$ cat src/rtl/vga_timing_gen.sv
`default_nettype none
// ============================================================================
// Module   : vga_timing_gen
// Purpose  : Parametrised VGA raster timing: H/V counters, registered syncs
//            with selectable polarity, blanking, line-end and frame-start.
//            Define VGA_FRAME_COUNT_EN to add an 8-bit frame_count output.
// Revision : 1.0 - initial release
// ============================================================================
module vga_timing_gen #(
    parameter int H_ACTIVE         = 640,
    parameter int H_FP             = 16,
    parameter int H_SYNC           = 96,
    parameter int H_BP             = 48,
    parameter int V_ACTIVE         = 480,
    parameter int V_FP             = 10,
    parameter int V_SYNC           = 2,
    parameter int V_BP             = 33,
    parameter int CNT_W            = 16,
    parameter int SYNC_ACTIVE_HIGH = 0
) (
    input  logic             clk_25MHz,
    input  logic             reset,
    input  logic             pix_en,
    output logic [CNT_W-1:0] H_Count,
    output logic [CNT_W-1:0] V_Count,
    output logic             hsync,
    output logic             vsync,
    output logic             video_on,
    output logic             line_end,
    output logic             frame_start
`ifdef VGA_FRAME_COUNT_EN
    ,
    output logic [7:0]       frame_count
`endif
);

    localparam int c_H_TOTAL = H_ACTIVE + H_FP + H_SYNC + H_BP;
    localparam int c_V_TOTAL = V_ACTIVE + V_FP + V_SYNC + V_BP;

    localparam logic [CNT_W-1:0] c_H_LAST     = CNT_W'(c_H_TOTAL - 1);
    localparam logic [CNT_W-1:0] c_V_LAST     = CNT_W'(c_V_TOTAL - 1);
    localparam logic [CNT_W-1:0] c_H_ACT      = CNT_W'(H_ACTIVE);
    localparam logic [CNT_W-1:0] c_V_ACT      = CNT_W'(V_ACTIVE);
    localparam logic [CNT_W-1:0] c_HS_START   = CNT_W'(H_ACTIVE + H_FP);
    localparam logic [CNT_W-1:0] c_HS_END     = CNT_W'(H_ACTIVE + H_FP + H_SYNC - 1);
    localparam logic [CNT_W-1:0] c_VS_START   = CNT_W'(V_ACTIVE + V_FP);
    localparam logic [CNT_W-1:0] c_VS_END     = CNT_W'(V_ACTIVE + V_FP + V_SYNC - 1);
    localparam logic             c_SYNC_ON    = (SYNC_ACTIVE_HIGH != 0);

    logic [CNT_W-1:0] r_h;
    logic [CNT_W-1:0] r_v;
    logic             r_hsync;
    logic             r_vsync;
    logic             r_frame_start;

    logic             w_h_wrap;
    logic             w_v_wrap;
    logic [CNT_W-1:0] w_h_next;
    logic [CNT_W-1:0] w_v_next;
    logic             w_hsync_next;
    logic             w_vsync_next;

    // Syncs are decoded from the next counts so they line up with the counters.
    always_comb begin
        w_h_wrap     = (r_h >= c_H_LAST);
        w_v_wrap     = (r_v >= c_V_LAST);
        w_h_next     = w_h_wrap ? '0 : (r_h + 1'b1);
        w_v_next     = r_v;
        if (w_h_wrap) begin
            w_v_next = w_v_wrap ? '0 : (r_v + 1'b1);
        end
        w_hsync_next = ((w_h_next >= c_HS_START) && (w_h_next <= c_HS_END)) ? c_SYNC_ON : ~c_SYNC_ON;
        w_vsync_next = ((w_v_next >= c_VS_START) && (w_v_next <= c_VS_END)) ? c_SYNC_ON : ~c_SYNC_ON;
    end

    always_ff @(posedge clk_25MHz) begin
        if (reset) begin
            r_h           <= '0;
            r_v           <= '0;
            r_hsync       <= ~c_SYNC_ON;
            r_vsync       <= ~c_SYNC_ON;
            r_frame_start <= 1'b0;
        end else if (pix_en) begin
            r_h           <= w_h_next;
            r_v           <= w_v_next;
            r_hsync       <= w_hsync_next;
            r_vsync       <= w_vsync_next;
            r_frame_start <= w_h_wrap && w_v_wrap;
        end else begin
            r_frame_start <= 1'b0;
        end
    end

`ifdef VGA_FRAME_COUNT_EN
    logic [7:0] r_frame_count;

    always_ff @(posedge clk_25MHz) begin
        if (reset) begin
            r_frame_count <= 8'd0;
        end else if (pix_en && w_h_wrap && w_v_wrap) begin
            r_frame_count <= r_frame_count + 8'd1;
        end
    end

    assign frame_count = r_frame_count;
`endif

    assign H_Count     = r_h;
    assign V_Count     = r_v;
    assign hsync       = r_hsync;
    assign vsync       = r_vsync;
    assign frame_start = r_frame_start;
    assign video_on    = (r_h < c_H_ACT) && (r_v < c_V_ACT);
    assign line_end    = (r_h == c_H_LAST);

endmodule
`default_nettype wire

$ cat config.mk
export PLATFORM = sky130hd
export DESIGN_NAME = vga_timing_gen
export DESIGN_NICKNAME = d
export VERILOG_FILES = /design/src/rtl/vga_timing_gen.sv
export SDC_FILE = /design/constraint.sdc
export NUM_CORES = 1
export LEC_CHECK = 0
export CORE_MARGIN = 4
export CORE_UTILIZATION = 51
export DETAILED_ROUTE_END_ITERATION = 10
export GPL_TIMING_DRIVEN = 0
export PLACE_DENSITY_LB_ADDON = 0.08
export SETUP_SLACK_MARGIN = 0.2
export SYNTH_ARGS = -nofsm -noshare
export SYNTH_HDL_FRONTEND = slang
export SYNTH_SLANG_ARGS = --single-unit
$ cat constraint.sdc
create_clock -name clk_25MHz -period 3 [get_ports clk_25MHz]
set_clock_uncertainty 0.2 [all_clocks]
set_input_delay 0.9 -clock clk_25MHz [delete_from_list [all_inputs] [get_ports clk_25MHz]]
set_output_delay 0.9 -clock clk_25MHz [all_outputs]
set_load 0.05 [all_outputs]
Yosys cells after proc, flatten, opt, wreduce, memory -nomap -nowiden. Cells that the tools add are included.

Add/subtract/negate cells: 2. $lt $le $gt $ge: 8. Equal/unequal tests: 1. Multiplexer cells: 5. Bitwise operators: 1. Reductions and logical operators: 5.

Operator list (count): $ge A16 B10 Y1 const B (3); $mux W16 (3); $add A16 B1 Y16 const B (2); $eq A16 B10 Y1 const B (1); $ge A16 B9 Y1 const B (1); $le A16 B10 Y1 const B (1); $le A16 B9 Y1 const B (1); $lt A16 B10 Y1 const B (1); $lt A16 B9 Y1 const B (1); $logic_and A1 B1 Y1 (4); $mux W1 (2); $reduce_or A2 Y1 (1); $not A1 Y1 (1).

Bits in registers: 35. Bits of input ports: 3. Output and inout port bits: 37. Logic and storage cells: 27.

Depth between registers and ports, before layout. Gate-level depths: netlist of the first run.

Word-level depth: 6. Gate-level depth with buffers: 9. Gate-level depth less buffers: 7.

Worst setup path after synthesis of the first run. Ideal clock, no wire load.

Kind: register -> output. Start: register r_h[11], in the netlist H_Count[11]. End: output video_on. Arrival: 2.501 ns. Data required time: 1.900 ns. Slack: -0.601 ns. Stages on the path, launching flop included: 4. Buffers on the path: 0. Cell sequence: dfxtp_1 > nor4_1 > nand2_1 > nor4_1.

Cells in the longest elaborated chain, start to end: 2.

RTL lines: start: declaration (RTL line 50) `logic [CNT_W-1:0] r_h;`; start signal: assignment (RTL line 84) `r_h <= w_h_next;`; $lt A16 B10 Y1 (RTL line 113) `assign video_on = (r_h < c_H_ACT) && (r_v < c_V_ACT);`; $logic_and A1 B1 Y1 (RTL line 113); end: declaration (RTL line 28) `output logic video_on,`.

Every way passes these cells.

Worst setup path in the final report of the first run.
Start: register r_v[4], in the netlist V_Count[4]. End: output V_Count[4].

RTL lines: start: declaration (RTL line 51) `logic [CNT_W-1:0] r_v;`; start signal: assignment (RTL line 85) `r_v <= w_v_next;`; end: declaration (RTL line 25) `output logic [CNT_W-1:0] V_Count,`.

No word-level cell between the ends.

==> impl_metrics.ini, run 1 <==
[global_route]
grt_max_degree = 13
grt_pass1_wl_mm = 8.83
antenna_found_initial = 0
grt_pass1_vias = 1835
track_usage_pct = 21.7
overflow = 0

[placement]
portBuffers = 38
routabilityCongestion = 0.898
dp_hpwl_mm = 3.53

[critical_path]
path_delay_family = buffers and inverters
endpoint_kind = output port
crit_slowest_cell = clkdlybuf4s50_1
critical_path_buf_inv_count = 1
slowest_delay_ps = 870
path_cells = clkdlybuf4s50_1
critPathKind = reg2out
cp_max_fo = 9
required_ps = 1900
critPathLaunchType = flip-flop
cp.arrival_ps = 1650

[clock_network]
cts_buffers = 5
clock_latency_ps = 290
clock_sinks = 35
cts_max_path_buffers = 2
clock_tree.root_cell = clkbuf_8
cts_tree = done
clkTransAtPathRegs_ps = 70
htreeDepth = 2

[hold_path]
hp-class = reg2reg

[cells_and_area]
drive_gt1_share_pct = 13.7
synthToLayoutAreaGrowth_pct = 35.5
final_util_pct = 71.9
nets = 311
diodes = 0

[logic_synthesis]
yosysWarnings = 0
ys_ff_latch = 35
synth.top_cell.area_share_pct = 35.8
netlist_instances = 255
ys.flop_type = dfxtp_1
synth-edff-count = 0
synth_area_um2 = 1960
synthDistinctLibCells = 50
synth_top_cell_by_area = dfxtp_1
synth_nets = 261
seq_area_frac_synth_pct = 35.8
avgSynthCellArea_um2 = 7.67
async_reset_ff_share_pct = 0
ys_top_cells_by_area = dfxtp_1, a21oi_1, nand2_1, o21ai_1, nor2_1

[floorplan]
fp.dieH_um = 69.9
row_count = 22
die_area_um2 = 4890
ioPinCount = 40
start_util_pct = 53.1
coreArea_um2 = 3690
die_x_um = 69.9

[timing]
max_slew_margin_pct = 50.7
hold_ws_ps = 286
finalCritPeriodShare_pct = 91.6
setup_violations = 0
fmax_mhz = 364
rsz0062_at_grt = no
tightest_slew_ps = 736
slew_violations = 0
fin_crit_ps = 2750
final.setup.tns_ps = 0
hold_viol_final = 0

[pwr]
p_total_w = 0.00103
ir_worst_vdd_v = 0.000283
p_leak_nw = 0.957
power_density_nw_per_um2 = 388

[route]
vias = 2047
wirelength_mm = 5.19
via_per_inst = 5.78
wl_per_cell_um = 14.7
dr.pass1.iters = 5
ant_nets = 0
drc = 0
drt_iter0_drc = 167

[run_status]
status = finished clean

[job]
cap_viol_max_count = 0
[layout by cell type (no fill, tap or decap), types with 3 or more instances in the layout]
cell and n:
o21ai_1 14, and3_1 7, buf_2 5, dfxtp_2 4, o21ai_0 4, o21a_1 3
dfxtp_1 29, clkdlybuf4s50_1 35, nor2_1 18, or3_1 10, clkbuf_8 5, and2_1 7
buf_6 3, a41oi_1 3, a31oi_1 4, nand2_1 25, nor3_1 9, nand3_1 6
buf_4 6, nand4_1 5, inv_1 8, nand2b_1 5, clkbuf_1 12, a21oi_1 24
xor2_1 3
[path summary, 6_finish.rpt]
path	from	end	slack (ps)	cells after the start
setup / recovery	V_Count[4]	V_Count[4]	250	1
hold / removal	H_Count[14]	H_Count[14]	290	1
setup reg to reg	H_Count[7]	vsync	420	8
hold reg to reg	H_Count[14]	H_Count[14]	290	1
[worst reg2reg max path, stage by stage, from the launching register on]
cell and delay, ps:
dfxtp_1 330, buf_2 200, nor3_1 90, a21oi_1 360, or2_1 190, clkbuf_1 380
o21ai_0 180, a2111oi_1 370, a31oi_1 140
[stage by stage]
| stage | cell area, um2 | std cells | setup slack (ps) |
|---|---|---|---|
| floorplan | 1990 | 255 | 211 |
| global placement | 2430 | 341 | -270 |
| detailed placement | 2430 | 341 | -303 |
| CTS | 2600 | 351 | 206 |
| global route | 2650 | 354 | 189 |
| finish | 2650 | 354 | 252 |
[per-layer routing]
| layer | GRT usage [%] | vias up | wire length [um] |
|---|---|---|---|
| met5 | 0 | - | 0 |
| met4 | 4.89 | 0 | 57 |
| met3 | 5.32 | 7 | 332 |
| met2 | 32.8 | 72 | 2270 |
| met1 | 30.9 | 948 | 2530 |
| li1 | - | 1020 | - |
[cell families after synthesis]
group	Yosys count	synth area share [%]
buf+inv	29	6.27
simple gates	114	31.5
compound gates	69	22.3
mux	1	0.512
fa+ha+maj	3	1.92
flops	35	35.8
xor+xnor	4	1.79
[synthesized netlist by cell type, types with 5 or more instances]
| library cell | number |
|---|---|
| buf_2 | 5 |
| nor3_1 | 10 |
| and2_1 | 7 |
| nand2_1 | 26 |
| nand3_1 | 6 |
| nand2b_1 | 5 |
| dfxtp_1 | 35 |
| inv_1 | 8 |
| o21ai_1 | 14 |
| a21oi_1 | 24 |
| nand4_1 | 5 |
| or3_1 | 10 |
| clkbuf_1 | 13 |
| nor2_1 | 18 |
| and3_1 | 7 |
[power breakdown]
group | switching [W] | leakage (nW) | internal (W) | total [W]
clock network | 0.000183 | 0.0644 | 0.000332 | 0.000515
logic | 0.0000317 | 0.607 | 0.0000153 | 0.0000470
registers | 0.00000291 | 0.286 | 0.000466 | 0.000469
total | 0.000218 | 0.957 | 0.000813 | 0.00103
[layout make-up]
type	count	area (um2)
clock buffers	5	68.8
well taps	48	60.1
plain buffers	20	97.6
multi-input cells	191	1190
clock inverters	3	67.6
fillers	323	1040
repair buffers	43	419
flip-flops and latches	35	713
inverters	9	37.5
[flip-flops by register name, summed over array words and instances (netlist names)]
name	count
V_Count	16
H_Count	16
vsync	1
hsync	1
frame_start	1
[what timing repair did]
action,in CTS,in global routing
buffers inserted,2,3
cloned,0,0
hold buffers,0,0
pin swaps,1,3
resized for setup,17,10
setup endpoints to repair,6,14
Power figures use the tool's default switching activity.
==> run 2: changes to the inputs <==
- clock period: 3 -> 2.7 ns (I/O delays scaled with it)
==> impl_metrics.ini, run 2 (synthesis results as in run 1) <==
[hold_path]
hold_depth = 1
hp-class = reg2reg

[clock_network]
clock_sinks = 35
htreeDepth = 2
holdBufCountCts = 0
cts_buffers = 5
clock_tree.root_cell = clkbuf_8
clock_latency_ps = 290
cts_tree = done
cts_max_path_buffers = 2
clkTransAtPathRegs_ps = 60

[timing]
tightest_slew_ps = 512
fin_crit_ps = 2540
setup_violations = 0
worst_slack_ps = 159
finalCritPeriodShare_pct = 94.1
hold_ws_ps = 296
fmax_mhz = 393
max_slew_margin_pct = 65.8
rsz0062_at_grt = yes
slew_violations = 0
hold_viol_final = 0

[route]
ant_nets = 0
wirelength_mm = 5.44
drt_iter0_drc = 286
vias = 2079
via_per_inst = 5.82
drc = 0
wl_per_cell_um = 15.2
dr.pass1.iters = 4

[global_route]
track_usage_pct = 22.3
grt_pass1_wl_mm = 9.09
grt_max_degree = 11
overflow = 0
grt_pass1_vias = 1874
antenna_found_initial = 0

[cells_and_area]
final_util_pct = 73.6
drive_gt1_share_pct = 19.4
layout_common_cells = nand2_1, a21oi_1, dfxtp_1, nor2_1, clkdlybuf4s50_1
synthToLayoutAreaGrowth_pct = 38.7
nets = 314
diodes = 0

[pwr]
netSwitchingFraction_pct = 22.6
combPwrFrac_pct = 5.4
pwr-share-clk_pct = 42.2
p_sw_w = 0.000224
p_int_w = 0.000767
p_total_w = 0.000991
p_leak_nw = 1.21
seq_power_share_pct = 52.3
power_density_nw_per_um2 = 365
ir_worst_vdd_v = 0.000342

[critical_path]
critical_path_buf_inv_count = 1
path_delay_family = simple AND/OR/NAND/NOR gates
critPathKind = reg2out
critPathLaunchType = flip-flop
slowest_delay_ps = 340
cp.arrival_ps = 1530
endpoint_kind = output port
required_ps = 1690
reg2reg_depth = 8
cp_max_fo = 4
crit_slowest_cell = dfxtp_2
path_depth = 4
path_cells = nor3_2 > nand2_1 > nor4_4 > buf_6

[placement]
portBuffers = 38
dp_hpwl_mm = 3.64
preCtsSetupSlack_ps = -262
routabilityCongestion = 0.907

[floorplan]
die_area_um2 = 4890
start_util_pct = 53.1
coreArea_um2 = 3690
ioPinCount = 40
row_count = 22
fp.dieH_um = 69.9
die_x_um = 69.9

[run_status]
status = finished clean

[job]
cap_viol_max_count = 0
==> run 2: per-stage QoR <==
step	instances	TNS [ps]	cell area (um2)
floorplan	255	0	2030
global placement	341	-981	2470
detailed placement	341	-1310	2470
CTS	356	0	2660
global route	357	0	2710
finish	357	0	2710
==> run 2: per-layer routing <==
metal  track usage [%]  wire (um)
met1              32.5       2560
met2              33.4       2540
met3              4.60        289
met4              5.53         48
met5                 0          0
==> run 2: worst paths after layout <==
kind	from	to	slack [ps]
min	H_Count[10]	H_Count[10]	300
max reg2reg	H_Count[0]	vsync	280
max	V_Count[10]	video_on	160
min reg2reg	H_Count[10]	H_Count[10]	300
==> run 2: final cells by class <==
| class | count | area (um2) |
|---|---|---|
| Buffer | 20 | 113 |
| Clock buffer | 8 | 100 |
| Fill cell | 311 | 975 |
| Inverter | 9 | 35.0 |
| Multi-Input combinational cell | 191 | 1220 |
| Sequential cell | 35 | 728 |
| Tap cell | 48 | 60.1 |
| Timing Repair Buffer | 46 | 459 |
==> run 2: power groups by stage <==
stage	Clock [W]	Combinational, W	Sequential [W]
final	0.000418	0.0000540	0.000519
after detailed placement	0	0.0000456	0.000532
after global placement	0	0.0000449	0.000532
after global routing	0.000451	0.0000574	0.000519
after floorplan	0	0.0000221	0.000539
after CTS	0.000423	0.0000522	0.000519
==> run 2: worst reg2reg max path, stage by stage, from the launching register on <==
cell and delay, ps:
dfxtp_4 370, ha_4 150, nand4_1 120, a21oi_1 370, or2_1 200, clkbuf_2 240, o21ai_0 130, a2111oi_1 370
a31oi_1 140
==> run 2: what timing repair did <==
action | 4_1_cts | 5_1_grt
endpoints found under the setup margin | 27 | 33
gates resized for setup | 33 | 21
pin swaps | 3 | 1
setup buffers | 7 | 1
==> run 3: changes to the inputs <==
- CTS_CLUSTER_SIZE: default -> 8
==> results of run 3 <==
The final DEF is identical to that of run 2; final timing and power are the same.
